--- config.mk ---
export PLATFORM = sky130hd
export DESIGN_NAME = wb_stage_flat
export DESIGN_NICKNAME = d
export VERILOG_FILES = /design/src/rtl/wb_pkg.sv /design/src/rtl/wb_stage_if.sv /design/src/rtl/wb_stage_load_extend.sv /design/src/rtl/wb_stage.sv /design/src/flat_wrapper.sv
export SDC_FILE = /design/constraint.sdc
export NUM_CORES = 1
export LEC_CHECK = 0
export ABC_AREA = 1
export BUFFER_PORTS_ARGS = -buffer_cell sky130_fd_sc_hd__buf_4
export CORE_ASPECT_RATIO = 1.5
export CORE_UTILIZATION = 46
export CTS_CLUSTER_SIZE = 24
export DETAILED_ROUTE_END_ITERATION = 8
export MAX_ROUTING_LAYER = met4
export PLACE_DENSITY = 0.82
export SLEW_MARGIN = 20
export SYNTH_ARGS = -nofsm -noshare
export SYNTH_HDL_FRONTEND = slang
export SYNTH_HIERARCHICAL = 1
export SYNTH_SLANG_ARGS = --single-unit
--- constraint.sdc ---
create_clock -name clk -period 1.8 [get_ports clk]
set_clock_uncertainty 0.1 [all_clocks]
set_input_delay 0.36 -clock clk [delete_from_list [all_inputs] [get_ports clk]]
set_output_delay 0.36 -clock clk [all_outputs]
set_load 0.1 [all_outputs]
--- src/rtl/wb_pkg.sv ---
// ============================================================================
// Module      : wb_pkg
// Description : Shared types and constants for the writeback stage: the
//               stage state encoding and the load funct3 encodings.
// Revision    : 1.0 - initial release
// ============================================================================
`default_nettype none

package wb_pkg;

  // Writeback stage state: nothing held / load awaiting data / result driven
  typedef enum logic [1:0] {
    IDLE  = 2'd0,
    WAIT  = 2'd1,
    WRITE = 2'd2
  } wb_state_t;

  // Load size/sign encodings carried in funct3
  localparam logic [2:0] F3_LB  = 3'b000;
  localparam logic [2:0] F3_LH  = 3'b001;
  localparam logic [2:0] F3_LW  = 3'b010;
  localparam logic [2:0] F3_LBU = 3'b100;
  localparam logic [2:0] F3_LHU = 3'b101;

endpackage

`default_nettype wire

--- src/rtl/wb_stage_if.sv ---
// ============================================================================
// Module      : wb_stage_if
// Description : Bundle of the memory-stage handshake, data-memory response,
//               register-file write port, forwarding bus and retire signals
//               seen by the writeback stage. The slave modport is the
//               writeback stage's view; master is its environment.
// Revision    : 1.0 - initial release
// ============================================================================
`default_nettype none

interface wb_stage_if #(
  parameter int XLEN = 32
);

  // Memory stage -> writeback
  logic            m_valid;
  logic            m_ready;
  logic [4:0]      m_rd;
  logic            m_regwrite;
  logic            m_is_load;
  logic [2:0]      m_funct3;
  logic [1:0]      m_addr_lo;
  logic [XLEN-1:0] m_result;

  // Data memory response
  logic            dmem_rvalid;
  logic [XLEN-1:0] dmem_rdata;

  // Register file write port
  logic [4:0]      rf_ad;
  logic [XLEN-1:0] rf_wd;
  logic            rf_we;

  // Forwarding bus toward execute
  logic            fwd_valid;
  logic [4:0]      fwd_rd;
  logic [XLEN-1:0] fwd_data;

  // Retirement
  logic            retire;
  logic [63:0]     retired_cnt;

  modport master (
    output m_valid, m_rd, m_regwrite, m_is_load, m_funct3, m_addr_lo, m_result,
    output dmem_rvalid, dmem_rdata,
    input  m_ready,
    input  rf_ad, rf_wd, rf_we,
    input  fwd_valid, fwd_rd, fwd_data,
    input  retire, retired_cnt
  );

  modport slave (
    input  m_valid, m_rd, m_regwrite, m_is_load, m_funct3, m_addr_lo, m_result,
    input  dmem_rvalid, dmem_rdata,
    output m_ready,
    output rf_ad, rf_wd, rf_we,
    output fwd_valid, fwd_rd, fwd_data,
    output retire, retired_cnt
  );

endinterface

`default_nettype wire

--- src/rtl/wb_stage_load_extend.sv ---
// ============================================================================
// Module      : load_extend
// Description : Combinational load lane select and sign/zero extension of
//               the raw aligned data-memory word. Unused funct3 codes are
//               treated as a full-word load; halfword bit 0 of the offset is
//               ignored (no misalignment handling).
// Revision    : 1.0 - initial release
// ============================================================================
`default_nettype none

module load_extend
  import wb_pkg::*;
#(
  parameter int XLEN = 32
) (
  input  wire logic [2:0]      i_funct3,
  input  wire logic [1:0]      i_addr_lo,
  input  wire logic [XLEN-1:0] i_rdata,
  output logic      [XLEN-1:0] o_data
);

  logic [7:0]  w_byte;
  logic [15:0] w_half;

  // Pick the addressed byte and halfword lanes out of the word
  always_comb begin
    w_byte = i_rdata[7:0];
    case (i_addr_lo)
      2'd0:    w_byte = i_rdata[7:0];
      2'd1:    w_byte = i_rdata[15:8];
      2'd2:    w_byte = i_rdata[23:16];
      default: w_byte = i_rdata[31:24];
    endcase
    w_half = i_addr_lo[1] ? i_rdata[31:16] : i_rdata[15:0];
  end

  // Extend the selected lane according to the load size/sign encoding
  always_comb begin
    o_data = i_rdata;
    case (i_funct3)
      F3_LB:   o_data = {{(XLEN-8){w_byte[7]}}, w_byte};
      F3_LBU:  o_data = {{(XLEN-8){1'b0}}, w_byte};
      F3_LH:   o_data = {{(XLEN-16){w_half[15]}}, w_half};
      F3_LHU:  o_data = {{(XLEN-16){1'b0}}, w_half};
      F3_LW:   o_data = i_rdata;
      default: o_data = i_rdata;
    endcase
  end

endmodule

`default_nettype wire

--- src/rtl/wb_stage.sv ---
// ============================================================================
// Module      : wb_stage
// Description : Writeback stage of the in-order pipeline. Registers the
//               instruction leaving the memory stage, waits for the load
//               response when needed, extends load data, and drives the
//               register-file write port plus a mirrored forwarding bus.
//               Optional macro WB_RETIRE_CNT_EN adds a 64-bit retired
//               instruction counter; without it retired_cnt is tied to 0.
// Revision    : 1.0 - initial release
// ============================================================================
`default_nettype none

module wb_stage
  import wb_pkg::*;
#(
  parameter int XLEN = 32
) (
  input wire logic   clk,
  input wire logic   rst_n,
  wb_stage_if.slave  bus
);

  wb_state_t       r_state;
  wb_state_t       w_state_nxt;

  logic [4:0]      r_rd;
  logic            r_regwrite;
  logic            r_is_load;
  logic [2:0]      r_funct3;
  logic [1:0]      r_addr_lo;
  logic [XLEN-1:0] r_result;

  logic            w_ready;
  logic            w_accept;
  logic            w_write;
  logic            w_rf_we;
  logic [XLEN-1:0] w_load_data;

  // Ready is held low during reset so nothing is captured alongside it
  assign w_ready  = rst_n && (r_state != WAIT);
  assign w_accept = bus.m_valid && w_ready;
  assign w_write  = (r_state == WRITE);
  assign w_rf_we  = w_write && r_regwrite && (r_rd != 5'd0);

  // Extraction works on the held funct3/offset while waiting for the response
  load_extend #(
    .XLEN (XLEN)
  ) u_load_extend (
    .i_funct3  (r_funct3),
    .i_addr_lo (r_addr_lo),
    .i_rdata   (bus.dmem_rdata),
    .o_data    (w_load_data)
  );

  // State register
  always_ff @(posedge clk) begin
    if (!rst_n) begin
      r_state <= IDLE;
    end else begin
      r_state <= w_state_nxt;
    end
  end

  // Next state: WRITE is a single cycle and may chain directly into a new accept
  always_comb begin
    w_state_nxt = r_state;
    case (r_state)
      WAIT: begin
        if (bus.dmem_rvalid && r_is_load) begin
          w_state_nxt = WRITE;
        end
      end
      default: begin
        if (w_accept) begin
          w_state_nxt = bus.m_is_load ? WAIT : WRITE;
        end else begin
          w_state_nxt = IDLE;
        end
      end
    endcase
  end

  // Outputs decoded from registered state only, stable through the falling edge
  always_comb begin
    bus.m_ready   = w_ready;
    bus.rf_we     = w_rf_we;
    bus.rf_ad     = r_rd;
    bus.rf_wd     = r_result;
    bus.fwd_valid = w_rf_we;
    bus.fwd_rd    = r_rd;
    bus.fwd_data  = r_result;
    bus.retire    = w_write;
  end

  // Instruction fields latch on accept; the result is replaced by load data on response
  always_ff @(posedge clk) begin
    if (!rst_n) begin
      r_rd       <= 5'd0;
      r_regwrite <= 1'b0;
      r_is_load  <= 1'b0;
      r_funct3   <= 3'd0;
      r_addr_lo  <= 2'd0;
      r_result   <= '0;
    end else if (w_accept) begin
      r_rd       <= bus.m_rd;
      r_regwrite <= bus.m_regwrite;
      r_is_load  <= bus.m_is_load;
      r_funct3   <= bus.m_funct3;
      r_addr_lo  <= bus.m_addr_lo;
      r_result   <= bus.m_result;
    end else if ((r_state == WAIT) && bus.dmem_rvalid) begin
      r_result   <= w_load_data;
    end
  end

`ifdef WB_RETIRE_CNT_EN
  logic [63:0] r_retired_cnt;

  // Count every retiring cycle; natural wrap at 2^64
  always_ff @(posedge clk) begin
    if (!rst_n) begin
      r_retired_cnt <= 64'd0;
    end else if (w_write) begin
      r_retired_cnt <= r_retired_cnt + 64'd1;
    end
  end

  assign bus.retired_cnt = r_retired_cnt;
`else
  assign bus.retired_cnt = 64'd0;
`endif

endmodule

`default_nettype wire

--- src/flat_wrapper.sv ---
// flat-port wrapper written by rule: the top's interface ports become plain ports
module wb_stage_flat import wb_pkg::*;
#(
  parameter int XLEN = 32
)
  (clk, rst_n, bus_m_valid, bus_m_rd, bus_m_regwrite, bus_m_is_load, bus_m_funct3, bus_m_addr_lo, bus_m_result, bus_dmem_rvalid, bus_dmem_rdata, bus_m_ready, bus_rf_ad, bus_rf_wd, bus_rf_we, bus_fwd_valid, bus_fwd_rd, bus_fwd_data, bus_retire, bus_retired_cnt);
  wb_stage_if #(.XLEN(XLEN)) bus_i ();
  input wire logic clk;
  input wire logic rst_n;
  input wire logic [$bits(bus_i.m_valid)-1:0] bus_m_valid;
  input wire logic [$bits(bus_i.m_rd)-1:0] bus_m_rd;
  input wire logic [$bits(bus_i.m_regwrite)-1:0] bus_m_regwrite;
  input wire logic [$bits(bus_i.m_is_load)-1:0] bus_m_is_load;
  input wire logic [$bits(bus_i.m_funct3)-1:0] bus_m_funct3;
  input wire logic [$bits(bus_i.m_addr_lo)-1:0] bus_m_addr_lo;
  input wire logic [$bits(bus_i.m_result)-1:0] bus_m_result;
  input wire logic [$bits(bus_i.dmem_rvalid)-1:0] bus_dmem_rvalid;
  input wire logic [$bits(bus_i.dmem_rdata)-1:0] bus_dmem_rdata;
  output wire logic [$bits(bus_i.m_ready)-1:0] bus_m_ready;
  output wire logic [$bits(bus_i.rf_ad)-1:0] bus_rf_ad;
  output wire logic [$bits(bus_i.rf_wd)-1:0] bus_rf_wd;
  output wire logic [$bits(bus_i.rf_we)-1:0] bus_rf_we;
  output wire logic [$bits(bus_i.fwd_valid)-1:0] bus_fwd_valid;
  output wire logic [$bits(bus_i.fwd_rd)-1:0] bus_fwd_rd;
  output wire logic [$bits(bus_i.fwd_data)-1:0] bus_fwd_data;
  output wire logic [$bits(bus_i.retire)-1:0] bus_retire;
  output wire logic [$bits(bus_i.retired_cnt)-1:0] bus_retired_cnt;
  assign bus_i.m_valid = bus_m_valid;
  assign bus_i.m_rd = bus_m_rd;
  assign bus_i.m_regwrite = bus_m_regwrite;
  assign bus_i.m_is_load = bus_m_is_load;
  assign bus_i.m_funct3 = bus_m_funct3;
  assign bus_i.m_addr_lo = bus_m_addr_lo;
  assign bus_i.m_result = bus_m_result;
  assign bus_i.dmem_rvalid = bus_dmem_rvalid;
  assign bus_i.dmem_rdata = bus_dmem_rdata;
  assign bus_m_ready = bus_i.m_ready;
  assign bus_rf_ad = bus_i.rf_ad;
  assign bus_rf_wd = bus_i.rf_wd;
  assign bus_rf_we = bus_i.rf_we;
  assign bus_fwd_valid = bus_i.fwd_valid;
  assign bus_fwd_rd = bus_i.fwd_rd;
  assign bus_fwd_data = bus_i.fwd_data;
  assign bus_retire = bus_i.retire;
  assign bus_retired_cnt = bus_i.retired_cnt;
  wb_stage #(.XLEN(XLEN)) u_core (.clk(clk), .rst_n(rst_n), .bus(bus_i));
endmodule
==> metrics.md, run 1 <==
| Metric | Value |
|---|---|
| Status | complete, but fails checks |
| Failing checks | negative setup slack |
| Post-route clock period utilization | 101% |
| Setup crit start kind | flip-flop |
| Final Net Count | 843 |
| Vert. Die Dim | 118 µm |
| CP cell instances | buf_4 -> nor2_4 -> nand3_2 -> clkinvlp_4 -> buf_4 |
| Starting density of the core | 47.0% |
| I/O pins | 222 |
| Clock Tree Root | clkbuf_16 |
| Commonest cells post-synth | nand2_1, buf_4, nand3_1 |
| CTS sink cnt | 46 |
| Area grow syn2layout | 24.2% |
| Layout cells sized above 1 | 32.7% |
| Worst min-delay path category | input pin to flip-flop |
| Post-synthesis cell count | 661 |
| Clk_lat worst skew | 290 ps |
| GP Congestion | 0.965 |
| Initial antenna violation count | 0 |
| N_diodes | 0 |
| Residual DRC | 0 |
| Flop pwr share | 24.6% |
| Post-route design area | 5120 µm² |
| Post-DR wirelength/cell | 14.2 µm |
| RSZ-0062 raised after global routing | yes |
| Post-synthesis sequential area ratio | 22.3% |
| Post-synth cell types | 23 |
| FFs w/ async S/R, synth | 0% |
| Combinational Power Share | 54.0% |
| Final Max Tran Viols | 0 |
| Yosys top cell area share | 22.3% |
| Vias | 4511 |
| Arr. time, crit path | 1360 ps |
| Syn avg cell area | 6.24 µm² |
| Final setup viols | 2 |
| Critical path endpoint category | primary output |
| VDD IR max | 0.539 mV |
| Clock H-tree levels | 2 |
| Top-count cell post-synth | nand2_1 |
| Final Critical Period | 1820 ps |
| Pwr Density | 942 nW/µm² |
| Post-DP HPWL | 9.49 mm |
| Most frequent CP cell | buf_4 |
| Setup TNS Final | -29.7 ps |
| Number of flops mapped to enable cells by yosys | 0 |
| Remaining antenna violation count after routing | 0 |
| Gr ovfl total | 0 |
| Total Wirelength | 12.4 mm |
| Chip width | 79.3 µm |
| Worst-path clk slew | 60 ps |
| Routed vias/inst | 5.16 |
| First-pass GRT wire length | 19.8 mm |
| CTS buffer count | 5 |
| Crit path max fanout | 8 |
| Postcts setup bufs | 0 |
| Mapped Area | 4120 µm² |
| Die area | 9360 µm² |
| Yosys warning total | 6 |
| Pre-antenna DRT Iters | 5 |
| Overall Global Routing Usage | 27.2% |
| Pin count of the biggest net entering global routing | 55 |
| Int Pwr | 2.28 mW |
| Placed inst area | 4930 µm² |
| Predominant post-synthesis flop cell | dfxtp_1 |
| I/O Buffers | 157 |
| Final Hold Fails | 0 |
| Leakage | 2.74 nW |
| Max-cap viol count | 0 |
| Vias in the first global route | 4059 |
| CP Data Required Time | 1340 ps |
| CTS tree | built |
| Core footprint | 8780 µm² |
| Clock Tree Buf Depth | 2 |
| Clock power frac | 21.4% |
| Critical Path Max Stage Delay | 340 ps |
| Largest area contributor in the netlist | dfxtp_1 |
| Post-CTS Hold Buffers | 0 |
| Switching Fraction | 52.7% |
| Slowest CP cell | dfxtp_1 |
| Floorplan row count | 42 |
| Fmax achieved | 551 MHz |
| DR iter-0 viols | 334 |
| Post-synthesis register bit count | 46 |
| CP Class | flip-flop to primary output |
| Net switching power | 2.54 mW |
| PnR worst setup slack | -16.5 ps |
| Area contributors post-synth | dfxtp_1, buf_4, nand2_1 |
## registers in the layout, indices dropped and copies added, names as in the netlist
register,flops
u_core/r_is_load,1
u_core/r_funct3,3
u_core/r_addr_lo,2
u_core/bus.fwd_data,32
u_core/r_state,2
u_core/r_regwrite,1
u_core/bus.fwd_rd,5
## critical path: cells and delay by family (launching register included)
family                 cells  cell delay, ps
flip-flops                 1             340
AND/OR/NAND/NOR            2             200
buffers and inverters      3             540
## routing by layer
metal  up-vias  routed length [µm]  track usage (%)
li1       2225                   -                -
met5         -                   0                -
met4         0                 273             8.86
met3        20                 800             3.02
met2       217                6560             48.1
met1      2049                4770             31.4
## stage by stage
| step | hold WS [ps] | power (mW) | setup slack [ps] | util, % | instances |
|---|---|---|---|---|---|
| after floorplan | 345 | 3.47 | -511 | - | 724 |
| final | 196 | 4.82 | -16.5 | 58.4 | 874 |
| after global routing | 197 | 5.01 | -37.5 | 58.4 | 874 |
| after global placement | 353 | 3.77 | 126 | 56.1 | 865 |
| after CTS | 191 | 4.81 | -12.5 | 58.0 | 873 |
| after detailed placement | 370 | 3.78 | 24.8 | 56.1 | 865 |
## power by group through the flow
| stage | logic (mW) | registers [mW] | clock network [mW] |
|---|---|---|---|
| 6_report | 2.60 | 1.18 | 1.03 |
| 5_1_grt | 2.72 | 1.20 | 1.09 |
| 4_1_cts | 2.58 | 1.19 | 1.05 |
| 3_5_place_dp | 2.58 | 1.21 | 0 |
| 3_3_place_gp | 2.57 | 1.20 | 0 |
| 2_1_floorplan | 1.82 | 1.65 | 0 |
## cells by family (layout without fill, tap and decap cells)
| kind of cell | Yosys count | after routing | share of synthesized area [%] |
|---|---|---|---|
| other | 1 | 64 | 0.0909 |
| buffers and inverters | 196 | 235 | 29.4 |
| flip-flops | 46 | 46 | 22.3 |
| AND/OR/NAND/NOR | 364 | 365 | 41.4 |
| AO/OA/AOI/OAI | 54 | 54 | 6.74 |
## what timing repair did
item                                    CTS  global route
cloned                                    0             1
pin swaps                                 0             2
gates resized for setup                   0             6
endpoints found under the setup margin    2            28
## worst paths after layout
kind / from / to / slack (ps) / depth (start not counted)
worst max-delay path: u_core/r_state[0]$_SDFFE_PN0P_ / bus_fwd_valid / -20 / 5
worst min-delay path: bus_m_funct3[1] / u_core/r_funct3[1]$_SDFFE_PN0P_ / 200 / 3
worst max register to register: u_core/r_funct3[0]$_SDFFE_PN0P_ / u_core/bus.fwd_data[19]$_SDFFE_PN0P_ / 130 / 8
worst min register to register: u_core/bus.fwd_rd[3]$_SDFFE_PN0P_ / u_core/bus.fwd_rd[3]$_SDFFE_PN0P_ / 390 / 2
## layout make-up
type	count	area [µm²]
fill	852	3650
clock buffer	7	133
sequential	46	973
clock inverter	1	30.0
timing repair buffer	183	1410
inverter	44	169
multi-input combinational	483	2270
tap	110	138
## cells in the final DEF, fill, tap and decap left out
cell,instances
or2_1,1
clkbuf_1,2
inv_1,38
nand2_1,156
nand2_2,3
nand3_4,3
nand3_2,4
nor3_1,1
o21ai_0,17
o211ai_1,3
a21oi_1,34
nor2_1,33
dfxtp_2,39
nand3_1,95
bufinv_16,1
buf_4,180
buf_12,3
clkinvlp_4,1
inv_2,5
conb_1,64
dfxtp_4,1
nand4_1,64
nor2_4,2
dfxtp_1,6
clkbuf_16,5
nor2_2,3
Note: power is estimated with default switching activity, not from simulation.
==> run 2: changes to the inputs <==
--- a/config.mk
+++ b/config.mk
@@ -11,7 +11,6 @@
 export CORE_UTILIZATION = 46
 export CTS_CLUSTER_SIZE = 24
 export DETAILED_ROUTE_END_ITERATION = 8
-export MAX_ROUTING_LAYER = met4
 export PLACE_DENSITY = 0.82
 export SLEW_MARGIN = 20
 export SYNTH_ARGS = -nofsm -noshare
==> run 2 against run 1 <==
The flow now finishes without violations. Global-route usage shrank 1.2 points. Total power shrank 0.12%. Wire length grew 1.8%. Die area is the same. Sequential share of layout area shrank 0.20 points. Sequential cell count is the same. Via count grew 2.5%. Utilization grew 0.47 points. Clock power is essentially flat. Critical endpoint is now bus_rf_we. Largest cell class unchanged. Highest routed layer unchanged.
==> metrics.md, run 2 (same netlist as run 1, synthesis figures left out) <==
| Metric | Value |
|---|---|
| Post-Layout Cell Count | 875 (was 874) |
| Post-route design area | 5160 µm² (was 5120 µm²) |
| Delay-heaviest family, CP | flip-flops (was buffers and inverters) |
| Routed vias/inst | 5.29 (was 5.16) |
| N_diodes | 0 (unchanged) |
| Metal2 WL | 6.57 mm (was 6.56 mm) |
| Leakage | 2.76 nW (was 2.74 nW) |
| Worst min-delay path category | input pin to flip-flop (unchanged) |
| Met3 WL post-DR | 886 µm (was 800 µm) |
| Crit path max fanout | 4 (was 8) |
| Total power | 4.82 mW (about the same) |
| Worst-path clk slew | 60 ps (about the same) |
| Status | finished clean (was complete, but fails checks) |
| Fmax achieved | 578 MHz (was 551 MHz) |
| Most common cell after layout, fill and taps aside | buf_4 (unchanged) |
| Pwr Density | 933 nW/µm² (was 942 nW/µm²) |
| Vias in the first global route | 4075 (was 4059) |
| CTS tree | built (unchanged) |
| Clock Tree Buf Depth | 2 (unchanged) |
| Die area | 9360 µm² (unchanged) |
| CP cell instances | nor3_2 -> nand2_1 -> nand3_2 -> clkinvlp_4 -> buf_6 (was buf_4 -> nor2_4 -> nand3_2 -> clkinvlp_4 -> buf_4) |
| Pre-antenna DRT Iters | 7 (was 5) |
| Final Critical Period | 1730 ps (was 1820 ps) |
| CP Data Required Time | 1340 ps (about the same) |
| CP Class | flip-flop to primary output (unchanged) |
| Clk_lat worst skew | 290 ps (about the same) |
| Residual DRC | 0 (unchanged) |
| Remaining antenna violation count after routing | 0 (unchanged) |
| CTS sink cnt | 46 (unchanged) |
| Post-Place Cells | 865 (unchanged) |
| Top Metal Used | met4 (unchanged) |
| Final Net Count | 844 (was 843) |
| Critical Path Max Stage Delay | 340 ps (about the same) |
| Gr ovfl total | 0 (unchanged) |
| Vert. Die Dim | 118 µm (unchanged) |
| Starting density of the core | 47.0% (unchanged) |
| Final setup viols | 0 (was 2) |
| Layout cells sized above 1 | 33.3% (was 32.7%) |
| Most frequent cells in the layout | buf_4, nand2_1, nand3_1 (unchanged) |
| Initial antenna violation count | 0 (unchanged) |
| Floorplan row count | 42 (unchanged) |
| Core footprint | 8780 µm² (unchanged) |
| First-pass GRT wire length | 19.5 mm (was 19.8 mm) |
| Routed metal-1 wirelength | 4.79 mm (was 4.77 mm) |
| Placed inst area | 4930 µm² (unchanged) |
| Post-route clock period utilization | 96.1% (was 101%) |
| Post-DP HPWL | 9.58 mm (was 9.49 mm) |
| Max-cap viol count | 0 (unchanged) |
| Chip width | 79.3 µm (unchanged) |
| I/O pins | 222 (unchanged) |
| I/O Buffers | 157 (unchanged) |
| Critical path endpoint category | primary output (unchanged) |
| Post-layout util | 58.8% (was 58.4%) |
| Vias | 4625 (was 4511) |
| Clock Tree Root | clkbuf_16 (unchanged) |
| GP Congestion | 0.928 (was 0.965) |
| Max reg flops | 32 (unchanged) |
| Total Wirelength | 12.6 mm (was 12.4 mm) |
| Arr. time, crit path | 1270 ps (was 1360 ps) |
| Final Hold Fails | 0 (unchanged) |
| Overall Global Routing Usage | 26.1% (was 27.2%) |
| Worst path bufs/invs | 2 (was 3) |
| Post-DR wirelength/cell | 14.4 µm (was 14.2 µm) |
| Slowest CP cell | dfxtp_2 (was dfxtp_1) |
| CTS buffer count | 5 (unchanged) |
| Final Max Tran Viols | 0 (unchanged) |
| Pin count of the biggest net entering global routing | 56 (was 55) |
| Area grow syn2layout | 25.2% (was 24.2%) |
| VDD IR max | 0.698 mV (was 0.539 mV) |
| Setup TNS Final | 0 ps (was -29.7 ps) |
| DR iter-0 viols | 329 (was 334) |
| Clock H-tree levels | 2 (unchanged) |
| Setup crit start kind | flip-flop (unchanged) |
| Fillers | 846 (was 852) |
[run 2: through the flow]
| stage | setup slack, ps | hold WS [ps] |
|---|---|---|
| finish | 69.7 | 186 |
| floorplan | -511 | 345 |
| global placement | 126 | 353 |
| detailed placement | 38.7 | 358 |
| CTS | 3.15 | 188 |
| global route | -8.01 | 190 |
[run 2: final cells by class]
type | instances | area, µm² | area share (%)
Timing Repair Buffer | 183 | 1420 | 27.5
Multi-Input combinational cell | 484 | 2300 | 44.6
Sequential cell | 46 | 971 | 18.8
Tap cell | 110 | 138 | 2.67
Clock inverter | 1 | 8.76 | 0.170
Inverter | 44 | 169 | 3.27
Clock buffer | 7 | 153 | 2.96
[run 2: final timing paths]
check,cells after the start,endpoint,slack [ps],startpoint
max,5,bus_rf_we,70,u_core/bus.fwd_rd[1]$_SDFFE_PN0P_
max reg2reg,10,u_core/bus.fwd_data[0]$_SDFFE_PN0P_,110,u_core/r_funct3[1]$_SDFFE_PN0P_
min reg2reg,2,u_core/r_is_load$_SDFFE_PN0P_,370,u_core/r_is_load$_SDFFE_PN0P_
min,3,u_core/bus.fwd_rd[2]$_SDFFE_PN0P_,190,bus_m_rd[2]
[run 2: worst min-delay path: stages]
cell     delay (ps)
buf_4            80
nand3_1          60
nand2_1          60
[run 2: layer usage]
layer  vias to the layer above  global-route usage, %
li1                       2230                      -
met1                      2095                   30.6
met2                       268                   46.6
met3                        32                   3.26
met4                         0                   10.5
met5                         -                      0
[run 2: what timing repair did]
item	CTS	global route
hold buffers	0	0
setup buffers	0	0
hold endpoints to repair	0	0
setup endpoints to repair	0	27
resized for setup	0	12
[run 2: where the power goes]
group | leakage (nW) | total (mW) | switching (mW) | internal (mW)
combinational | 2.28 | 2.63 | 2.10 | 0.522
sequential | 0.394 | 1.19 | 0.0772 | 1.11
clock | 0.0801 | 1.00 | 0.407 | 0.593
